$ cat src/rtl/div_unit.sv
// div_unit: iterative restoring divider (DIV/DIVU) beside the ALU, one quotient bit per cycle.
// Ports: clk, rst (sync, active high), start, is_signed, A, B -> busy, done, quotient, remainder, div_by_zero.
// Optional macro DIV_EARLY_OUT_EN: skip the iteration when |A| < |B|.
module div_unit #(
   parameter int WIDTH = 32
) (
   input  logic             clk,
   input  logic             rst,
   input  logic             start,
   input  logic             is_signed,
   input  logic [WIDTH-1:0] A,
   input  logic [WIDTH-1:0] B,
   output logic             busy,
   output logic             done,
   output logic [WIDTH-1:0] quotient,
   output logic [WIDTH-1:0] remainder,
   output logic             div_by_zero
);

   localparam int CW = $clog2(WIDTH);
   localparam logic [CW-1:0] LAST = CW'(WIDTH - 1);

   typedef enum logic [1:0] {
      IDLE,
      CALC,
      FIX,
      DONE
   } state_t;

   state_t           state;
   logic [CW-1:0]    count;
   logic [WIDTH-1:0] rem;
   logic [WIDTH-1:0] dvd;
   logic [WIDTH-1:0] dvs;
   logic             q_neg;
   logic             r_neg;

   logic             a_neg;
   logic             b_neg;
   logic [WIDTH-1:0] abs_a;
   logic [WIDTH-1:0] abs_b;
   logic [WIDTH:0]   shifted;
   logic [WIDTH:0]   diff;

   assign a_neg = is_signed & A[WIDTH-1];
   assign b_neg = is_signed & B[WIDTH-1];
   assign abs_a = a_neg ? -A : A;
   assign abs_b = b_neg ? -B : B;

   // Partial remainder is always < divisor, so WIDTH+1 bits hold the
   // shifted value and the MSB of the difference is the borrow.
   assign shifted = {rem, dvd[WIDTH-1]};
   assign diff    = shifted - {1'b0, dvs};

   // busy/done are registered decodes of state, so they trail it by a cycle.
   always_ff @(posedge clk) begin
      if (rst) begin
         state       <= IDLE;
         count       <= '0;
         rem         <= '0;
         dvd         <= '0;
         dvs         <= '0;
         q_neg       <= 1'b0;
         r_neg       <= 1'b0;
         busy        <= 1'b0;
         done        <= 1'b0;
         quotient    <= '0;
         remainder   <= '0;
         div_by_zero <= 1'b0;
      end else begin
         busy <= (state != IDLE);
         done <= (state == DONE);
         unique case (state)
            IDLE: begin
               if (start) begin
                  q_neg <= a_neg ^ b_neg;
                  r_neg <= a_neg;
                  count <= '0;
                  if (B == '0) begin
                     quotient    <= '1;
                     remainder   <= A;
                     div_by_zero <= 1'b1;
                     state       <= DONE;
                  end else begin
                     div_by_zero <= 1'b0;
                     dvs         <= abs_b;
`ifdef DIV_EARLY_OUT_EN
                     if (abs_a < abs_b) begin
                        dvd   <= '0;
                        rem   <= abs_a;
                        state <= FIX;
                     end else begin
                        dvd   <= abs_a;
                        rem   <= '0;
                        state <= CALC;
                     end
`else
                     dvd   <= abs_a;
                     rem   <= '0;
                     state <= CALC;
`endif
                  end
               end
            end
            CALC: begin
               rem   <= diff[WIDTH] ? shifted[WIDTH-1:0] : diff[WIDTH-1:0];
               dvd   <= {dvd[WIDTH-2:0], ~diff[WIDTH]};
               count <= count + CW'(1);
               if (count == LAST) state <= FIX;
            end
            FIX: begin
               quotient  <= q_neg ? -dvd : dvd;
               remainder <= r_neg ? -rem : rem;
               state     <= DONE;
            end
            DONE: state <= IDLE;
            default: state <= IDLE;
         endcase
      end
   end

endmodule

$ cat config.mk
export PLATFORM = sky130hd
export DESIGN_NAME = div_unit
export DESIGN_NICKNAME = d
export VERILOG_FILES = /design/src/rtl/div_unit.sv
export SDC_FILE = /design/constraint.sdc
export NUM_CORES = 1
export LEC_CHECK = 0
export CAP_MARGIN = 20
export CORE_ASPECT_RATIO = 0.75
export CORE_MARGIN = 5
export CORE_UTILIZATION = 59
export CTS_BUF_LIST = sky130_fd_sc_hd__clkbuf_4
export CTS_CLUSTER_SIZE = 25
export DETAILED_ROUTE_END_ITERATION = 10
export PLACE_DENSITY_LB_ADDON = 0.15
export SETUP_SLACK_MARGIN = 0.3
export SYNTH_ARGS = -nofsm -noshare
export SYNTH_HDL_FRONTEND = slang
export SYNTH_SLANG_ARGS = --single-unit
$ cat constraint.sdc
create_clock -name clk -period 3.6 [get_ports clk]
set_clock_uncertainty 0.05 [all_clocks]
set_input_delay 0.72 -clock clk [delete_from_list [all_inputs] [get_ports clk]]
set_output_delay 0.72 -clock clk [all_outputs]
set_load 0.03 [all_outputs]
== Yosys cells after proc, flatten, opt, wreduce, memory -nomap -nowiden ==
Cells that the tools add are included.

* $add $sub $neg: 6
* Equality and inequality tests: 8
* Multiplexer cells: 24
* Bitwise operators: 5
* Reduce and logical (&&, ||, !) cells: 11

{| class="wikitable"
|+ Operators with widths
! cell !! number
|-
| 2-to-1 mux 32 bit || 13
|-
| case mux 32 bit (2 select lines) || 4
|-
| negator 32 bit || 4
|-
| subtractor 33 x 32 -> 33 bit || 1
|-
| zero test 32 bit || 1
|-
| case mux 5 bit (2 select lines) || 1
|-
| AND reduction 3 bit || 3
|-
| != test 2 bit (second input constant) || 4
|-
| case mux 2 bit (4 select lines) || 1
|-
| 2-to-1 mux 2 bit || 3
|-
| AND reduction 2 bit || 3
|-
| nonzero test 2 bit || 3
|-
| adder 5 x 1 -> 5 bit (second input constant) || 1
|-
| equality test 5 bit (second input constant) || 1
|-
| 2-to-1 mux 5 bit || 1
|-
| equality test 2 bit (second input constant) || 2
|-
| AND 1 bit || 2
|-
| equality test 2 x 1 -> 1 bit (second input constant) || 1
|-
| zero test 2 bit || 1
|-
| NOT 1 bit || 2
|-
| 2-to-1 mux 1 bit || 1
|-
| bitwise XOR 1 bit || 1
|}

* Register bits after elaboration: 172
* Output and inout port bits: 67

== Longest topological paths before layout ==
* Depth after elaboration: 5
* Mapped depth: 13

== Least setup slack after synthesis ==
OpenSTA, ideal clock, no wires.

* Path type: input-to-reg
* From: input port B[15]
* To: register rem[22]
* Library setup time: 0.120 ns
* Arrival time: 3.011 ns
* Data required time: 3.430 ns
* Slack: 0.419 ns
* Stages: 9
* Buffers on the path: 2
* Cell sequence: or3_4 or3_4 nor4_1 or4b_1 and4b_1 buf_6 buf_8 and3_1 a211o_1

* Longest elaborated chain between the ends: 3

{| class="wikitable"
|+ RTL lines
! what !! RTL line !! text
|-
| start, declared || 12 || <nowiki>input logic [WIDTH-1:0] B,</nowiki>
|-
| zero test 32 bit || 79 || <nowiki>if (B == '0) begin</nowiki>
|-
| != test 2 bit (no line) || - ||
|-
| AND reduction 3 bit (no line) || - ||
|-
| end signal, assigned || 106 || <nowiki>rem <= diff[WIDTH] ? shifted[WIDTH-1:0] : diff[WIDTH-1:0];</nowiki>
|-
| end, declared || 32 || <nowiki>logic [WIDTH-1:0] rem;</nowiki>
|}

Every way passes these cells.
A chain may end at the register's enable or synchronous reset.

== Worst setup path after layout ==
* From: input port B[15]
* To: register rem[17]

Same word-level chain as after synthesis.

==> metrics <==
layout cells sized above 1=10.74%; Post-synth EDFFs=0; sequential area share after synthesis=slightly above 30%; largest net degree at the start of global routing=approximately 110; Post-Syn Area=between 0.01 and 0.015 mm^2; critical path launch point type=input pin; Fillers=between 1k and 1.5k; # nets final=1736; achievable frequency=about 320 MHz; Detailed Route Iter0 Violations=about 1.5k; Core Region=approximately 0.019 mm^2; PwrDens=around 390 mW/mm^2; Worst Path Required=between 4 and 5 ns; LEAKAGE=around 0.0053 uW; Port Buffers=around 130; Max Slew Vio Count=0; hold buffers post-CTS=0; CP max FO=12; Buf/Inv on CP=1; height of the die=129.8 um; #FFs+latches synth=172; WL met3=~3700 um; die area=0.02202 mm^2; R2R setup slack=0.44 ns; Die Wd=approximately 170 um; clk_lat worst skew=around 0.6 ns; antenna violations before repair=1; num rows=43; num ports=135; final hold viol count=0; Detail Placement HPWL=approximately 27000 um; max-cap violations=0; Initial Util=60.45%; CTS tree=done; Critical-path top delay cell=or4b_1; ys flop type=dfxtp_1; H-tree depth=4; drt wl/cell=between 15 and 20 um; Distinct cells, synth=68; Yosys top cell area share=between 30% and 40%; antenna viol nets, final=0; CP dominant cell by count=or3_4; slowest stage delay, CP=approximately 0.53 ns; Highest Signal Layer=met4; Final Setup Violations=0; Mapped Avg Cell Area=7.703 um^2; met1 wire length=16520 um; Root Buffer=clkbuf_4; placer congestion estimate=around 0.99; CP arrival=3.59 ns; crit path capture type=flip-flop; Synthesis Warnings=0; largest cells by area after synthesis=dfxtp_1, xor2_1, nor2_1; synthesis-to-layout area growth=22.83%; first-pass GRT wire length=about 56000 um; period utilisation layout=approximately 90%; clock buffer count from CTS=17; Slew Limit Headroom=approximately 34%; Period minus WS final=roughly 3.2 ns; peak supply drop=0.2473 mV; TritonCTS Sinks=between 150 and 200; Post-synth ARST share=0%; post-synth top area cell=dfxtp_1; Crit path max-delay family=simple AND/OR/NAND/NOR gates; Slew @ Worst Pin=between 0.9 and 1 ns; drt total wl=around 36000 um; CP Cell Sequence=clkdlybuf4s50_1 > or3_4 > or3_4 > nor4_1 > or4b_1 > and4b_2 > and3_2 > a221o_1; grt total ovfl=0; Total GRT Usage=between 30 and 40%; Post-Synthesis Cells=1465; RSZ-0062 raised after global routing=yes; status=complete, no violations; Hold Path Class=reg2reg; via count=~12k; Met2 Wirelength=~15000 um; clock-pin slew on the worst setup and hold paths=0.16 ns; Syn Nets=1576; Post-CTS Setup Inserts=0; DRT Pass-1 Iters=8; DRC=0; CTS Buffer Depth=2; Via density=roughly 6.3; final core occ=approximately three quarters; vias in the first global route=10.54k; setup TNS=0 ns; CP Class=in2reg
## kinds of logic (layout without fill, tap and decap cells)
family                   count (synthesis)  count (layout)  share of synthesized area, %
AO/OA/AOI/OAI                          439             439                         25.86
XOR/XNOR                               140             140                         10.87
adder cells (fa/ha/maj)                 43              43                         4.834
buffers and inverters                  147             320                         5.333
flip-flops                             172             172                         30.51
multiplexers                            24              24                         2.129
other                                    0               2                             0
AND/OR/NAND/NOR                        500             500                         20.47
## through the flow
step	power [uW]	hold WS (ns)	worst slack [ns]	cell area, um^2	std cells
floorplan	3457	0.3819	0.4192	11280	1465
global placement	4065	0.3921	-0.1262	13390	1851
detailed placement	4102	0.4001	-0.1970	13390	1851
CTS	5317	0.4009	0.3235	13730	1883
global route	5669	0.4289	0.2587	13860	1887
finish	5387	0.4218	0.4342	13860	1887
## path summary, 6_finish.rpt
| kind | to | cells past startpoint | start |
|---|---|---|---|
| max | rem[17] | 8 | B[15] |
| min | dvs[29] | 2 | dvs[29] |
| max reg2reg | rem[7] | 10 | rem[1] |
| min reg2reg | dvs[29] | 2 | dvs[29] |
## registers in the layout (all words and copies together), names as in the netlist
signal / cells
busy: 1
count: 5
div_by_zero: 1
done: 1
dvd: 32
dvs: 32
q_neg: 1
quotient: 32
r_neg: 1
rem: 32
remainder: 32
state: 2
## area by class of cell
cell class                 instances  area (um^2)  area share (%)
clock inverter                    15        214.0           1.544
tap                              247        309.0           2.230
timing repair buffer             235         2200           15.87
clock buffer                      17        127.6          0.9207
inverter                          53        198.9           1.435
sequential                       172         3443           24.84
multi-input combinational       1146         7363           53.12
antenna                            2        5.005         0.03611
## report_power, final
| part | switching (uW) | leakage, uW | internal (uW) |
|---|---|---|---|
| sequential | 152 | 0.00140 | 2060 |
| clock | 878 | 0.000172 | 350 |
| combinational | 1220 | 0.00376 | 733 |
## layout by cell type, fill, tap and decap left out, types with 7 or more instances in the layout
master and instances:
or3_1 13, nand2b_1 7, or4_1 11, ha_1 37, and3_1 14, o31ai_1 30, o211ai_1 19, nor2b_1 7
nand3_1 22, nor3_1 20, buf_4 95, clkbuf_4 17, o21ai_0 88, nand2_1 166, clkinv_8 8, nor2_1 175
nor4_1 11, o41ai_1 11, inv_1 53, dfxtp_1 172, mux2i_1 24, xor2_1 96, nand4_1 13, a211oi_1 58
a311oi_1 34, a21o_1 16, xnor2_1 44, clkdlybuf4s50_1 133, a21oi_1 113, a221o_1 10
## worst min-delay path, stage by stage (launching register included)
cell	delay [ns]
dfxtp_1	0.35
nand2_1	0.05
a21oi_1	0.05
## synth_stat cells (34+ instances only)
cell	count
nor2_1	177
ha_1	42
nand2_1	167
clkbuf_1	76
a21oi_1	115
xnor2_1	44
o21ai_0	89
a211oi_1	58
xor2_1	96
dfxtp_1	172
inv_1	53
a311oi_1	34
## layer usage
metal / track usage, % / vias to the layer above
met5: 0 / -
met1: 47.56 / 5565
li1: - / 5606
met2: 45.09 / 606
met4: 6.768 / 0
met3: 7.359 / 54
## timing repair
item,in CTS,in global routing
setup endpoints to repair,13,34
pin swaps,0,2
endpoints found under the hold margin,0,0
resized for setup,1,13
Power figures use the tool's default switching activity.
==> variant (same flow settings) <==
Encoding of `state_t`: now one-hot (4 bits for 4 states).
--- a/src/rtl/div_unit.sv
+++ b/src/rtl/div_unit.sv
@@ -22,7 +22,7 @@
 
-   typedef enum logic [1:0] {
-      IDLE,
-      CALC,
-      FIX,
-      DONE
+   typedef enum logic [3:0] {
+      IDLE = 4'b0001,
+      CALC = 4'b0010,
+      FIX  = 4'b0100,
+      DONE = 4'b1000
    } state_t;
Function: same outputs for any inputs over 4 cycles, from zero or initial values and one cycle with rst high; so few cycles prove little.
==> variant against the unedited design <==
Area after synthesis shrank 2.5%; sequential cell count grew 2; power decreased by 19%; wire length decreased by 9.6%; worst setup slack lost 0.13 ns; cell area decreased by 3.0%; critical path type unchanged; critical endpoint is now dvd[30]; largest power group unchanged.
==> variant: results (changes against the unedited design) <==
- Status: completed (unchanged).
- The total length of routed wires came to 32.2 mm (was 35.6 mm).
- The number of library cell types mapped by synthesis is 73 (was 68).
- The biggest fanout along the worst timing path is 4 (was 12).
- The sum of net half-perimeters after detailed placement was 23.5 mm (was 26.8 mm).
- The proportion of layout cells with a drive suffix above 1 is 0.0926 (was 0.107).
- The pin count of the biggest net entering global routing is 71 (was 107).
- The global-route wire length before repair was 52.2 mm (was 55.7 mm).
- The net count after synthesis was 1515 (was 1576).
- The global-route total usage across every layer is 0.293 (was 0.313).
- The cell area reported after detailed placement is 13000 um2 (was 13400 um2).
- The via count of the first global-routing pass is 10300 (was 10500).
- The placer's final routability congestion estimate is 0.904 (was 0.986).
- The count of buffers inserted at the top-level ports is 134 (unchanged).
- The static leakage is 5.13 nW (was 5.33 nW).
- The cell at the root of the clock tree is clkbuf_4 (unchanged).
- The number of cells on the worst hold path is 2 (unchanged).
- The worst-case clock buffer depth is 2 (unchanged).
- The number of buffers added by the clock tree synthesis step came to 17 (unchanged).
- The type of the most critical hold path is reg2reg (unchanged).
- The tightest slew margin relative to the limit was 0.515 (was 0.338).
- The clock-pin slew on the worst setup and hold paths is 0.16 ns (about the same).
- The final layout net count came to 1671 (was 1736).
- The number of DRC violations after detailed-routing iteration 0 is 1222 (was 1522).
- Most numerous cell types in the synthesized netlist: 202 x nand2_1, 174 x dfxtp_1, 133 x nor2_1, 121 x a21oi_1, 91 x xor2_1 (was 177 x nor2_1, 172 x dfxtp_1, 167 x nand2_1, 115 x a21oi_1, 96 x xor2_1).
- The most common flop cell mapped by yosys is dfxtp_1 (unchanged).
- The data arrival time at the worst-slack endpoint was 3.73 ns (was 3.59 ns).
- The count of TritonRoute iterations in the first routing pass is 7 (was 8).
- Synth top area cells: dfxtp_1 32%, xor2_1 7.2%, nand2_1 6.9% (was dfxtp_1 31%, xor2_1 7.5%, nor2_1 5.9%).
- The final hold violation count is 0 (unchanged).
- The path depth of the worst reg2reg path is 14 (was 10).
- The via-per-instance ratio is 6.10 (was 6.27).
- The largest vdd supply drop was 233 uV (was 247 uV).
- The number of antenna violations at the first check in global routing is 1 (unchanged).
- The sequential element share of the synthesized area is 0.317 (was 0.305).
- The async set-or-reset flop fraction in the synthesized netlist was 0 (unchanged).
- The number of fill cells in the layout is 1471 (was 1448).
==> variant: final cells by class <==
class                           count  area, um2  area share
Sequential cell                   174       3480       0.259
Antenna cell                        2       5.00    0.000372
Inverter                           51        191      0.0142
Clock inverter                     14        183      0.0136
Timing Repair Buffer              216       2090       0.155
Multi-Input combinational cell   1104       7050       0.525
Tap cell                          247        309      0.0230
Clock buffer                       17        128     0.00950
==> variant: power breakdown <==
part	switching [mW]	internal, mW	total (mW)
logic	0.581	0.426	1.01
clock network	0.761	0.493	1.25
registers	0.0800	2.00	2.08
==> variant: metrics by stage <==
stage	hold slack [ns]	setup WS (ns)	util	std cells	setup TNS, ns
after global routing	0.430	0.249	0.730	1825	0
after global placement	0.391	-0.276	0.705	1784	-1.91
after CTS	0.414	0.314	0.724	1817	0
after detailed placement	0.396	-0.308	0.705	1784	-2.29
final	0.414	0.301	0.730	1825	0
after floorplan	0.382	0.460	-	1408	0
==> variant: critical path, stage by stage <==
cell	delay, ns
clkdlybuf4s50_1	0.42
or4_1	0.58
buf_4	0.17
nor3_2	0.24
buf_4	0.16
nand2b_1	0.11
nor4_2	0.31
buf_4	0.18
and3b_1	0.26
a21oi_1	0.11
xor2_1	0.17
a22oi_1	0.20
a21oi_1	0.09
==> variant: logic make-up after synthesis <==
kind of cell | synth area share
simple gates | 0.199
compound gates | 0.254
flops | 0.317
xor+xnor | 0.115
buf+inv | 0.0502
fa+ha+maj | 0.0451
mux | 0.0200
==> variant: final timing paths <==
| kind | endpoint | slack, ns | from |
|---|---|---|---|
| setup / recovery | dvd[30] | 0.30 | A[5] |
| hold / removal | remainder[2] | 0.41 | remainder[2] |
| setup reg to reg | rem[10] | 0.44 | dvd[31] |
| hold reg to reg | remainder[2] | 0.41 | remainder[2] |
==> variant: timing repair <==
| item | 4_1_cts | 5_1_grt |
|---|---|---|
| buffers inserted | 1 | 4 |
| setup endpoints to repair | 20 | 40 |
| pin swaps | 2 | 6 |
| gates resized for setup | 5 | 12 |
| cloned | 1 | 1 |
==> variant: layer usage <==
metal / routed length (um) / vias to the layer above / GRT usage
met5: 0 / - / 0
met4: 493 / 0 / 0.0697
li1: - / 5379 / -
met1: 15600 / 5251 / 0.442
met2: 13700 / 455 / 0.439
met3: 2300 / 53 / 0.0459
